**src/rtl/proc_pkg.sv**
```systemverilog
// Shared types for the 9-bit lab processor: opcodes, controller states, ALU ops.
// The controller, ALU and datapath all import this package.
package proc_pkg;

  localparam int W    = 9;
  localparam int NREG = 8;

  typedef enum logic [2:0] {
    OP_MV, OP_MVI, OP_ADD, OP_SUB, OP_AND, OP_OR, OP_NOP6, OP_NOP7
  } opcode_t;

  typedef enum logic [1:0] {T0, T1, T2, T3} state_t;

  typedef enum logic [1:0] {ALU_ADD, ALU_SUB, ALU_AND, ALU_OR} alu_op_t;

  function automatic logic is_alu(opcode_t op);
    return (op == OP_ADD) || (op == OP_SUB) || (op == OP_AND) || (op == OP_OR);
  endfunction

  // add/sub land in G; and/or land in GF
  function automatic logic is_arith(opcode_t op);
    return (op == OP_ADD) || (op == OP_SUB);
  endfunction

  function automatic alu_op_t alu_op_of(opcode_t op);
    case (op)
      OP_SUB:  return ALU_SUB;
      OP_AND:  return ALU_AND;
      OP_OR:   return ALU_OR;
      default: return ALU_ADD;
    endcase
  endfunction

endpackage

```
**src/rtl/proc_ctrl_dec3to8.sv**
```systemverilog
// 3-bit register index to 8-bit one-hot select, forced to zero when disabled.
module dec3to8 (
  input  logic       en_i,
  input  logic [2:0] idx_i,
  output logic [7:0] onehot_o
);

  always_comb begin
    onehot_o = '0;
    if (en_i) onehot_o[idx_i] = 1'b1;
  end

endmodule

```
**src/rtl/proc_ctrl.sv**
```systemverilog
// Control FSM for the 9-bit lab processor: holds IR and sequences one instruction
// at a time over the shared bus with Moore-decoded selects and load enables.
module proc_ctrl
  import proc_pkg::*;
(
  input  logic            clk_i,
  input  logic            rst_i,
  input  logic            run_i,
  input  logic [W-1:0]    din_i,
  output logic            ir_in_o,
  output logic [NREG-1:0] rin_o,
  output logic [NREG-1:0] rout_o,
  output logic            dinout_o,
  output logic            gout_o,
  output logic            gfout_o,
  output logic            ain_o,
  output logic            gin_o,
  output logic            gfin_o,
  output logic [1:0]      alu_op_o,
  output logic            done_o,
  output logic [W-1:0]    ir_o
);

  state_t        state_q, state_d;
  logic [W-1:0]  ir_q, ir_d;
  opcode_t       op;
  logic [NREG-1:0] x_oh, y_oh;
  logic          busy;

  assign op    = opcode_t'(ir_q[8:6]);
  assign busy  = (state_q != T0);
  assign ir_o  = ir_q;

  // Index decoders are held off in T0 so no select can leak while idle.
  dec3to8 u_dec_x (.en_i(busy), .idx_i(ir_q[5:3]), .onehot_o(x_oh));
  dec3to8 u_dec_y (.en_i(busy), .idx_i(ir_q[2:0]), .onehot_o(y_oh));

  always_ff @(posedge clk_i or posedge rst_i) begin
    if (rst_i) begin
      state_q <= T0;
      ir_q    <= '0;
    end else begin
      state_q <= state_d;
      ir_q    <= ir_d;
    end
  end

  always_comb begin
    state_d  = T0;
    ir_d     = ir_q;
    ir_in_o  = 1'b0;
    rin_o    = '0;
    rout_o   = '0;
    dinout_o = 1'b0;
    gout_o   = 1'b0;
    gfout_o  = 1'b0;
    ain_o    = 1'b0;
    gin_o    = 1'b0;
    gfin_o   = 1'b0;
    alu_op_o = ALU_ADD;
    done_o   = 1'b0;
    case (state_q)
      T0: begin
        ir_in_o = run_i;
        if (run_i) begin
          ir_d    = din_i;
          state_d = T1;
        end
      end
      T1: begin
        case (op)
          OP_MV: begin
            rout_o = y_oh;
            rin_o  = x_oh;
            done_o = 1'b1;
          end
          OP_MVI: begin
            dinout_o = 1'b1;
            rin_o    = x_oh;
            done_o   = 1'b1;
          end
          OP_ADD, OP_SUB, OP_AND, OP_OR: begin
            rout_o  = x_oh;
            ain_o   = 1'b1;
            state_d = T2;
          end
          default: done_o = 1'b1;
        endcase
      end
      T2: begin
        // Only ALU opcodes reach T2; A already holds Rx, bus carries Ry.
        rout_o   = y_oh;
        alu_op_o = alu_op_of(op);
        gin_o    = is_arith(op);
        gfin_o   = is_alu(op) && !is_arith(op);
        state_d  = T3;
      end
      T3: begin
        gout_o  = is_arith(op);
        gfout_o = is_alu(op) && !is_arith(op);
        rin_o   = x_oh;
        done_o  = 1'b1;
      end
      default: state_d = T0;
    endcase
  end

endmodule

```
**config.mk**
```make
export PLATFORM = sky130hd
export DESIGN_NAME = proc_ctrl
export DESIGN_NICKNAME = d
export VERILOG_FILES = /design/src/rtl/proc_pkg.sv /design/src/rtl/proc_ctrl_dec3to8.sv /design/src/rtl/proc_ctrl.sv
export SDC_FILE = /design/constraint.sdc
export NUM_CORES = 1
export LEC_CHECK = 0
export ABC_CLOCK_PERIOD_IN_PS = 4210
export BUFFER_PORTS_ARGS = -buffer_cell sky130_fd_sc_hd__clkbuf_2
export CORE_UTILIZATION = 39
export CTS_CLUSTER_DIAMETER = 120
export DETAILED_ROUTE_END_ITERATION = 8
export PLACE_DENSITY_LB_ADDON = 0.25
export SYNTH_ARGS = -nofsm -noshare
export SYNTH_HDL_FRONTEND = slang
export SYNTH_SLANG_ARGS = --single-unit
```
**constraint.sdc**
```tcl
create_clock -name clk_i -period 4.21 [get_ports clk_i]
set_input_delay 0.2105 -clock clk_i [delete_from_list [all_inputs] [get_ports clk_i]]
set_output_delay 0.2105 -clock clk_i [all_outputs]
set_load 0.01 [all_outputs]
```
-- Word-level counts from Yosys, hierarchy flattened
Index checks and enable logic that the tools add are counted.
- output and inout bits: 35
- logic and storage cells: 53
- register bits after elaboration: 11
- muxes and demuxes: 26
- reductions and logical operators: 13
- equality and inequality tests: 8
- order comparisons: 4
- operators by type and width (operator ; number):
    $pmux 8 s2 ; 3
    $mux 8 ; 3
    $mux 1 ; 13
    $pmux 2 s3 ; 2
    $lt 3x4->1 const B ; 2
    $demux 1 s3 ; 2
    $eq 3x2->1 const B ; 2
    $eq 3x3->1 const B ; 2
    $ge 3x1->1 const B ; 2
    $eq 2x2->1 const B ; 2
    $mux 2 ; 2
    $reduce_or 4->1 ; 1
    $eq 3x1->1 const B ; 1
    $logic_and 1x1->1 ; 3
    $logic_not 3->1 ; 1
    $logic_or 1x1->1 ; 3
    $eq 2x1->1 const B ; 1
    $logic_not 2->1 ; 1
    $pmux 1 s2 ; 1
    $reduce_and 2->1 ; 1
    $reduce_bool 2->1 ; 1
    $reduce_or 2->1 ; 1
    $logic_not 1->1 ; 1

-- Longest topological paths before layout
- word-level depth: 7
- mapped depth: 5
- depth with buffers taken out: 5

-- By module
Synthesis repeated with hierarchy kept, for this count alone.
- cell total of the unflattened synthesis: 86
- area total of the unflattened synthesis: 963.4 um^2
- by module, submodules not included (module ; seq. area each (um^2) ; cells each ; times used ; area an instance (um^2)):
    proc_ctrl ; 275.3 ; 70 ; 1 ; 772.0
    dec3to8 at u_dec_x ; 0.0 ; 8 ; 1 ; 96.3
    dec3to8 at u_dec_y ; 0.0 ; 8 ; 1 ; 95.1

-- Worst setup path after synthesis
Ideal clock, no wire load.
- path kind: register to output
- from: register state_q[1]
- to: output port rin_o[1]
- arrival time: 1.416 ns
- path buffers: 0
- cell stages (with the launch flop): 6
- data required time: 4.000 ns
- slack: 2.584 ns
- cells stage by stage: dfrtp_1 inv_1 ha_1 nor2b_1 o21ai_0 nor3_1
- longest elaborated chain between the ends: 4
- elaborated cells on any way between the ends: 6
- classes of those cells: 2 x eq/ne; 3 x mux; 1 x reduce/logical
- ends and longest elaborated chain (what ; RTL line ; RTL):
    start: declaration ; proc_ctrl.sv:24 ; state_t state_q, state_d;
    start signal: assignment ; proc_ctrl.sv:43 ; state_q <= state_d;
    $reduce_bool 2->1 ; proc_ctrl.sv:31 ; assign busy = (state_q != T0);
    $mux 8 ; proc_ctrl_dec3to8.sv:10 ; if (en_i) onehot_o[idx_i] = 1'b1;
    $mux 8 ; proc_ctrl.sv:71 ; case (op)
    $pmux 8 s2 (*) ; proc_ctrl.sv:62 ; case (state_q)
    end: declaration ; proc_ctrl.sv:11 ; output logic [NREG-1:0] rin_o,
Every way passes the cells marked *; elsewhere a longest branch is shown, timed or not.

-- Worst setup path in the final report
- from: register state_q[1]
- to: output port rout_o[5]
- longest elaborated chain between the ends: 4
- elaborated cells on any way between the ends: 7
- classes of those cells: 2 x eq/ne; 4 x mux; 1 x reduce/logical
- ends and longest elaborated chain (what ; RTL line ; RTL):
    $reduce_bool 2->1 ; proc_ctrl.sv:31 ;
    $mux 8 ; proc_ctrl_dec3to8.sv:10 ;
    $pmux 8 s2 ; proc_ctrl.sv:71 ;
    $pmux 8 s2 (*) ; proc_ctrl.sv:62 ;
    end: declaration ; proc_ctrl.sv:12 ; output logic [NREG-1:0] rout_o,
Marks and branches as above.

==> metrics.txt <==
status=completed; antenna-violating nets left=0; ys async rst share=100%; warnings from Yosys=0; First-pass DRT Iterations=4; Slew @ Worst Pin=0.769 ns; Clock power frac=9.0%; max-slew violations=0; Critical Path RT=4.00 ns; H-tree levels=1; commonest non-fill, non-tap cell in the layout=clkbuf_2; clock sink count=11; Buf/Inv on CP=2; sequential group share of total power=33.1%; Pint=0.386 mW; skew final=0.00594 ns; net switching power=0.386 mW; Worst path max stage delay=0.46 ns; Initial Util=41.1%; number of global-route vias before repair=797; Area Overhead vs Synth=28.9%; Leak=0.578 nW; Netlist cell types=26; standard-cell rows=17; critical path peak fanout=13; CTS buffer count=3; Die Area=0.00253 mm²; commonest non-fill, non-tap cells in the layout=46 x clkbuf_2, 11 x dfrtp_1, 10 x nor2_1, 8 x nand4_1, 8 x a21boi_1; RePlAce Congestion=0.735; worst hold stages=2; first-pass GRT wire length=3570 µm; largest net degree at the start of global routing=14; DR iter-0 viols=3; CP Data Arrival Time=2.13 ns; Peak VDD IR=0.000321 V; layout cells sized above 1=42.2%; Comb power frac=57.9%; CTS root buf=clkbuf_4; Critical Path Sink Type=primary output; Port-buffer cells=46; Worst Reg2Reg Path Length in Cells=4; CP Cell Sequence=inv_1, ha_1, nor4b_4, o2111ai_1, a21boi_1, clkbuf_2; Post-Route Utilization=53.0%; FILL cells=230; global route overflow=0; highest-delay cell along the critical path=nor4b_4; Final Net Count=164; Setup CP Type=reg2out; max-cap viol count=0; GRT Resource Usage Total=18.3%; max_slew headroom=48.5%; drc violations=0; Seq cells post-synth=11; Post-synth EDFFs=0; fmax=0.427 GHz; RSZ-0062 raised after global routing=no; Post-CTS Setup Inserts=0; Worst path depth=6; crit-path leading delay family=simple AND/OR/NAND/NOR gates; DIE HEIGHT=50.3 µm; Critical Path Source Type=flip-flop; CTS tree=done; Via density=5.24; sequential share of the synthesized area=30.3%; Power Density=658 mW/mm²; Synth Net Count=119; endpoints failing setup=0; core footprint=0.00221 mm²; detailed placement HPWL=1730 µm; antenna violations before repair=0; final hold violations=0; Worst-path clk slew=0.07 ns; Worst-Skew Late Latency=0.26 ns; total I/O pin count=47; Antenna diodes=0; Min-Delay Path Class=in2reg; Avg Cell Area, Syn=8.83 µm²; Post-Syn Instances=103; clock tree buffer depth=2; fin crit period=2.34 ns; dominant synthesized flop cell=dfrtp_1; Post-Route WL=2140 µm; Setup TNS Final=0 ns; cell area after synthesis=910 µm²; via count=917; Die Span X=50.3 µm; fin crit share=55.7%; post-DR wirelength/cell=12.2 µm; Sw Ratio=50.0%
-- path summary, 6_finish.rpt --
path	start	endpoint	slack, ns
worst max-delay path	state_q[1]	rout_o[5]	1.87
worst min-delay path	din_i[8]	ir_o[8]	0.18
worst max register to register	state_q[1]	ir_o[3]	2.62
worst min register to register	state_q[1]	state_q[0]	0.57
max in group asynchronous	rst_i	ir_o[2]	3.47
min in group asynchronous	rst_i	ir_o[8]	0.45
-- synth_stat cells, drive strengths merged (3+ instances only) --
cell type	n	area share (%)
o2111ai	6	5.8
and2	3	2.1
o21ai	5	2.8
nand4	8	5.5
nor2b	4	2.8
dfrtp	11	30
and3b	5	5.5
ha	4	5.5
mux2	7	8.7
nand2	4	1.7
buf	3	2.6
inv	7	2.9
clkbuf	4	1.7
nand3	3	1.7
nor2	10	4.1
a21boi	8	6.6
-- power groups by stage --
stage,Sequential [mW],Combinational (mW),Clock (mW)
2_1_floorplan,0.225,0.360,0
3_3_place_gp,0.254,0.440,0
3_5_place_dp,0.257,0.450,0
4_1_cts,0.255,0.451,0.0718
5_1_grt,0.273,0.504,0.0756
6_report,0.256,0.447,0.0692
-- layout make-up --
class | instances | area (µm²) | share of cell area, %
timing repair buffer | 47 | 240 | 20.5
sequential | 11 | 275 | 23.5
multi-input combinational | 78 | 569 | 48.6
clock buffer | 4 | 26.3 | 2.24
inverter | 7 | 26.3 | 2.24
tap | 28 | 35.0 | 2.99
-- layer usage --
layer,track usage [%],wire [µm]
met5,0,0
met4,8.33,17
met1,24.5,1040
met3,1.52,87
met2,29.6,994
-- flip-flops by register name, indices dropped and copies added (netlist names) --
register and flops:
ir_o 9, state_q 2
-- cell families after synthesis --
family | after synthesis | share of synthesized area [%]
xor+xnor | 1 | 0.963
flops | 11 | 30.3
fa+ha+maj | 4 | 5.50
compound gates | 22 | 17.6
mux | 7 | 8.67
simple gates | 44 | 29.8
buf+inv | 14 | 7.15
-- metrics by stage --
stage / power, mW / hold slack, ns / instance area, µm² / setup slack, ns / instances
after detailed placement: 0.707 / 0.199 / 1140 / 2.16 / 170
after global placement: 0.694 / 0.193 / 1140 / 2.22 / 170
after CTS: 0.778 / 0.176 / 1170 / 1.86 / 175
after global routing: 0.852 / 0.172 / 1170 / 1.65 / 175
final: 0.772 / 0.178 / 1170 / 1.87 / 175
after floorplan: 0.585 / 0.0629 / 910 / 2.58 / 103
-- repair_timing --
action,4_1_cts,5_1_grt
hold endpoints to repair,11,0
hold buffers,1,0
gates resized for setup,0,0
Note: power is estimated with default switching activity, not from simulation.
